<file path="src/rtl/scroll_ctrl.sv">
// Per-frame scroll and lane controller: drives shared hoffset/voffset for all layers.
// Optional distance accumulator enabled by defining SCROLL_DISTANCE_EN.
module scroll_ctrl #(
    parameter int unsigned HWIDTH      = 12,
    parameter int unsigned VWIDTH      = 12,
    parameter int unsigned VSIZE       = 480,
    parameter int unsigned SWIDTH      = 5,
    parameter int unsigned SPEED_INIT  = 1,
    parameter int unsigned SPEED_MAX   = 16,
    parameter int unsigned RAMP_FRAMES = 256,
    parameter int unsigned LANE_W      = 64,
    parameter int unsigned HSLEW       = 8
) (
    input  logic              clk,
    input  logic              rst_n,
    input  logic              frame_start,
    input  logic              start,
    input  logic              pause,
    input  logic              crash,
    input  logic              left,
    input  logic              right,
    output logic [HWIDTH-1:0] hoffset,
    output logic [VWIDTH-1:0] voffset,
    output logic [SWIDTH-1:0] speed,
    output logic [1:0]        state,
    output logic [15:0]       distance
);

    localparam int unsigned FCW  = (RAMP_FRAMES > 1) ? $clog2(RAMP_FRAMES) : 1;
    localparam int unsigned DW   = 16;

    typedef enum logic [1:0] {
        ST_IDLE  = 2'b00,
        ST_RUN   = 2'b01,
        ST_PAUSE = 2'b10,
        ST_CRASH = 2'b11
    } state_e;

    state_e            state_q,   state_d;
    logic [VWIDTH-1:0] voffset_q, voffset_d;
    logic [HWIDTH-1:0] hoffset_q, hoffset_d;
    logic [SWIDTH-1:0] speed_q,   speed_d;
    logic [1:0]        lane_q,    lane_d;
    logic [FCW-1:0]    fcnt_q,    fcnt_d;

    logic [VWIDTH:0]   v_sum;
    logic [VWIDTH-1:0] v_wrap;
    logic [HWIDTH-1:0] h_target;
    logic [HWIDTH-1:0] h_gap;
    logic [HWIDTH-1:0] h_step;
    logic [HWIDTH-1:0] h_slew;
    logic [SWIDTH-1:0] speed_up;
    logic [SWIDTH-1:0] speed_dn;
    logic              adv_c;
    logic              dist_clr_c;

    // Vertical scroll with one conditional subtract; speed < VSIZE keeps this exact.
    always_comb begin
        v_sum  = {1'b0, voffset_q} + (VWIDTH+1)'(speed_q);
        v_wrap = (v_sum >= (VWIDTH+1)'(VSIZE))
               ? VWIDTH'(v_sum - (VWIDTH+1)'(VSIZE))
               : VWIDTH'(v_sum);
    end

    // Horizontal slew toward the lane centre, clamped so it never overshoots.
    always_comb begin
        h_target = HWIDTH'(32'(lane_q) * LANE_W);
        h_gap    = (h_target > hoffset_q) ? (h_target - hoffset_q) : (hoffset_q - h_target);
        h_step   = (h_gap > HWIDTH'(HSLEW)) ? HWIDTH'(HSLEW) : h_gap;
        h_slew   = (h_target > hoffset_q) ? (hoffset_q + h_step) : (hoffset_q - h_step);
    end

    always_comb begin
        speed_up = (speed_q >= SWIDTH'(SPEED_MAX)) ? SWIDTH'(SPEED_MAX) : (speed_q + SWIDTH'(1));
        speed_dn = (speed_q == '0) ? '0 : (speed_q - SWIDTH'(1));
    end

    assign adv_c      = frame_start && ((state_q == ST_RUN) || (state_q == ST_CRASH));
    assign dist_clr_c = (state_q == ST_IDLE) && start;

    // Next-state and frame-update logic, all keyed off the current state.
    always_comb begin
        state_d   = state_q;
        voffset_d = voffset_q;
        hoffset_d = hoffset_q;
        speed_d   = speed_q;
        lane_d    = lane_q;
        fcnt_d    = fcnt_q;

        case (state_q)
            ST_IDLE: begin
                if (start) begin
                    state_d = ST_RUN;
                    fcnt_d  = '0;
                end
            end

            ST_RUN: begin
                if (frame_start) begin
                    voffset_d = v_wrap;
                    hoffset_d = h_slew;
                    if (fcnt_q == FCW'(RAMP_FRAMES - 1)) begin
                        fcnt_d  = '0;
                        speed_d = speed_up;
                    end else begin
                        fcnt_d  = fcnt_q + FCW'(1);
                    end
                end
                if (crash) begin
                    state_d = ST_CRASH;
                end else if (pause) begin
                    state_d = ST_PAUSE;
                end else if (left && !right) begin
                    if (lane_q != 2'd0) lane_d = lane_q - 2'd1;
                end else if (right && !left) begin
                    if (lane_q != 2'd2) lane_d = lane_q + 2'd1;
                end
            end

            ST_PAUSE: begin
                if (crash) begin
                    state_d = ST_CRASH;
                end else if (!pause) begin
                    state_d = ST_RUN;
                end
            end

            ST_CRASH: begin
                if (start && (speed_q == '0)) begin
                    state_d   = ST_IDLE;
                    voffset_d = '0;
                    hoffset_d = HWIDTH'(LANE_W);
                    lane_d    = 2'd1;
                    speed_d   = SWIDTH'(SPEED_INIT);
                    fcnt_d    = '0;
                end else if (frame_start) begin
                    voffset_d = v_wrap;
                    hoffset_d = h_slew;
                    speed_d   = speed_dn;
                end
            end

            default: state_d = ST_IDLE;
        endcase
    end

    always_ff @(posedge clk or negedge rst_n) begin
        if (!rst_n) begin
            state_q   <= ST_IDLE;
            voffset_q <= '0;
            hoffset_q <= HWIDTH'(LANE_W);
            speed_q   <= SWIDTH'(SPEED_INIT);
            lane_q    <= 2'd1;
            fcnt_q    <= '0;
        end else begin
            state_q   <= state_d;
            voffset_q <= voffset_d;
            hoffset_q <= hoffset_d;
            speed_q   <= speed_d;
            lane_q    <= lane_d;
            fcnt_q    <= fcnt_d;
        end
    end

`ifdef SCROLL_DISTANCE_EN
    logic [DW-1:0] dist_q, dist_d;
    logic [DW:0]   dist_sum;

    // Saturating odometer of scrolled pixels, using speed before this frame's update.
    always_comb begin
        dist_sum = {1'b0, dist_q} + (DW+1)'(speed_q);
        dist_d   = dist_q;
        if (dist_clr_c) begin
            dist_d = '0;
        end else if (adv_c) begin
            dist_d = dist_sum[DW] ? {DW{1'b1}} : dist_sum[DW-1:0];
        end
    end

    always_ff @(posedge clk or negedge rst_n) begin
        if (!rst_n) begin
            dist_q <= '0;
        end else begin
            dist_q <= dist_d;
        end
    end

    assign distance = dist_q;
`else
    logic unused_dist;
    assign unused_dist = adv_c ^ dist_clr_c;
    assign distance    = DW'(0);
`endif

    assign state   = state_q;
    assign voffset = voffset_q;
    assign hoffset = hoffset_q;
    assign speed   = speed_q;

endmodule
</file>
<file path="config.mk">
export PLATFORM = sky130hd
export DESIGN_NAME = scroll_ctrl
export DESIGN_NICKNAME = d
export VERILOG_FILES = /design/src/rtl/scroll_ctrl.sv
export SDC_FILE = /design/constraint.sdc
export NUM_CORES = 1
export LEC_CHECK = 0
export CAP_MARGIN = 20
export CELL_PAD_IN_SITES_DETAIL_PLACEMENT = 1
export CELL_PAD_IN_SITES_GLOBAL_PLACEMENT = 1
export CORE_MARGIN = 1.5
export CORE_UTILIZATION = 25
export CTS_CLUSTER_SIZE = 10
export DETAILED_ROUTE_END_ITERATION = 10
export PLACE_DENSITY_LB_ADDON = 0.1
export SLEW_MARGIN = 10
export SYNTH_ARGS = -nofsm -noshare
export SYNTH_HDL_FRONTEND = slang
export SYNTH_SLANG_ARGS = --single-unit
</file>
<file path="constraint.sdc">
create_clock -name clk -period 5.1 [get_ports clk]
set_input_delay 0.765 -clock clk [delete_from_list [all_inputs] [get_ports clk]]
set_output_delay 0.765 -clock clk [all_outputs]
set_load 0.1 [all_outputs]
</file>
==> results.tsv <==
stage	metric	value	unit
run_status	outcome	completed	
route	route.detailed.drc	0	
route	viasPerCell	5.14	
global_routing	met2_usage	26.0	%
sta	fin_skew	0.0111	ns
worst_setup_path	crit_arrival	4.85	ns
global_routing	antenna_found_initial	0	
cts	path_clk_slew	0.07	ns
die	die_h	126	µm
sta	hold_violations	0	
hold_path	min_path_type	primary input to async pin	
route	drtIter0Drc	159	
cts	insertion_delay	0.30	ns
sta	min_period	4.68	ns
route	wl_per_cell	16.3	µm
global_routing	gr-total-overflow	0	
sta	slew_viol_final	0	
finish	n_antenna_cell	0	
placement	dpl.hpwl	8760	µm
global_routing	grt_use_total	15.2	%
finish	nets	553	
finish	area_delta_synth_final	19.5	%
synthesis	yosysWarnings	0	
global_routing	grt_pass1_wl	19500	µm
die	dieArea	16000	µm²
route	vias	3610	
die	num_rows	44	
synthesis	synth.distinct_cells	73	
cts	cts_hold_buffers	0	
worst_setup_path	start_kind	flip-flop	
placement	port_buffers	38	
worst_setup_path	crit_fanout	3	
worst_setup_path	cp-end-kind	flip-flop	
sta	rsz0062_at_grt	false	
synthesis	syn_avg_cell_area	7.95	µm²
worst_setup_path	worstPathRequired	5.27	ns
cts	cts.repair.resized	0	
synthesis	synth_flop_cell	dfrtp_1	
route	drt-total-wl	11500	µm
synthesis	syn_inst	479	
sta	tightest_slew	1.04	ns
die	io_pins	55	
cts	htree_num_levels	2	
synthesis	async_flop_share	100	%
cts	cts_root_buffer	clkbuf_16	
sta	fin_crit_sh	91.7	%
cts	clock_sinks	41	
cts	cts_tree	done	
sta	fin_setup_tns	0	ns
cts	cts_made_buffers	5	
synthesis	syn-cell-area	3810	µm²
global_routing	grt-busiest-layer	met2	
sta	setup_viol	0	
die	start_util	25.9	%
synthesis	ys_seq_area_share	27.0	%
cts	clockBufferDepth	2	
synthesis	synth_edf_count	0	
placement	gp_congestion	0.791	
finish	final_layout_size_suffix_gt1_share	8.88	%
synthesis	ys_seq_elements	41	
sta	relSlewSlack	30.2	%
run	cap_viol_max_count	0	
global_routing	grt_pass1_vias	3675	
cts	post_cts_buffers	0	
route	drtPass1Iterations	6	
die	coreArea	14700	µm²
worst_setup_path	r2r_setup_slack	0.42	ns
global_routing	gr-usage-met3	2.36	%
die	fp.dieW	126	µm
sta	fmax	214	MHz
global_routing	grtUsageMet1	20.1	%
global_routing	grt_max_degree	42	
worst_setup_path	critical_path_class	flip-flop to flip-flop	
route	ant_nets	0	
==> stage by stage <==
stage,cell area (µm²),worst slack [ns],utilization (%),hold slack (ns),cells
3_3_place_gp,4340,0.347,29.5,0.487,693
3_5_place_dp,4340,0.226,29.5,0.488,693
4_1_cts,4490,0.190,30.6,0.507,701
6_report,4550,0.423,31.0,0.433,702
2_1_floorplan,3870,0.161,-,0.456,495
5_1_grt,4550,0.0160,31.0,0.467,702
==> per-layer routing <==
layer / wire length (µm) / part of all wire, %
met1: 5500 / 48
met2: 5560 / 49
met3: 302 / 2.6
met4: 99 / 0.86
met5: 0 / 0
==> area by class of cell <==
class	instances	area [µm²]
clock buffers	6	139
clock inverters	2	13.8
fillers	1763	10100
inverters	20	75.1
multi-input cells	403	2620
flip-flops and latches	41	1030
well taps	184	230
repair buffers	46	448
==> worst max-delay path, stage by stage, from the launching register on <==
cell	delay, ns
dfstp_2	0.55
inv_1	0.07
ha_1	0.21
inv_1	0.07
fa_1	0.39
or3_1	0.39
a31oi_2	0.19
or2_2	0.16
nand4_1	0.14
or3_4	0.41
nor2_1	0.09
a21oi_1	0.05
ha_1	0.30
o21a_1	0.12
o21ai_1	0.17
nand2_1	0.10
a211o_1	0.30
a21o_1	0.19
a21o_1	0.22
a31oi_4	0.21
a2bb2oi_2	0.14
nand3_1	0.08
==> state kept, by name (all words and copies together) (netlist names) <==
name,cells
lane_q,2
voffset,12
state,2
speed,5
hoffset,12
fcnt_q,8
==> cell usage in the layout (no fill, tap or decap), types with 12 or more instances in the layout <==
cell             instances
conb_1                  17
nand3_1                 16
nand2_1                 63
inv_1                   18
clkdlybuf4s50_1         37
o31ai_1                 12
dfrtp_1                 37
a21oi_1                 24
nor3_1                  17
o21ai_0                 31
ha_1                    25
nor2_1                  46
==> cell families (layout without fill, tap and decap cells) <==
family / after synthesis / in the layout / synth area share, %
buf+inv: 51 / 74 / 6.86
simple gates: 199 / 199 / 26.4
xor+xnor: 16 / 16 / 3.68
flops: 41 / 41 / 27.0
fa+ha+maj: 28 / 28 / 9.79
mux: 7 / 7 / 1.87
compound gates: 136 / 136 / 24.2
other cells: 1 / 17 / 0.0984
==> path summary, 6_finish.rpt <==
kind,from,end,depth (start not counted)
setup / recovery,hoffset[6]$_DFFE_PN1P_,hoffset[11]$_DFFE_PN0P_,21
hold / removal,rst_n,fcnt_q[7]$_DFFE_PN0P_,1
setup reg to reg,hoffset[6]$_DFFE_PN1P_,hoffset[11]$_DFFE_PN0P_,21
hold reg to reg,fcnt_q[7]$_DFFE_PN0P_,fcnt_q[7]$_DFFE_PN0P_,1
max in group asynchronous,rst_n,speed[0]$_DFFE_PN1P_,2
min in group clk,fcnt_q[7]$_DFFE_PN0P_,fcnt_q[7]$_DFFE_PN0P_,1
==> cells in the mapped netlist, drive strengths merged (6+ instances only) <==
| cell type | instances | area share [%] |
|---|---|---|
| mux2i | 6 | 1.6 |
| clkbuf | 12 | 1.2 |
| o31ai | 13 | 2.7 |
| nor2b | 6 | 0.99 |
| nand3 | 17 | 2.4 |
| o21ai | 34 | 4.6 |
| inv | 18 | 1.8 |
| nor3 | 18 | 2.5 |
| ha | 25 | 8.2 |
| a211oi | 7 | 1.4 |
| and3 | 8 | 1.3 |
| buf | 19 | 3.7 |
| xnor2 | 11 | 2.5 |
| or3 | 7 | 1.4 |
| dfrtp | 38 | 25 |
| a21o | 9 | 1.8 |
| and2 | 8 | 1.3 |
| a21oi | 25 | 3.3 |
| nand2 | 63 | 6.2 |
| nor2 | 47 | 4.8 |
Power is not shown: default switching activity piles up to over one toggle a cycle in this logic, so the estimate is an artifact.
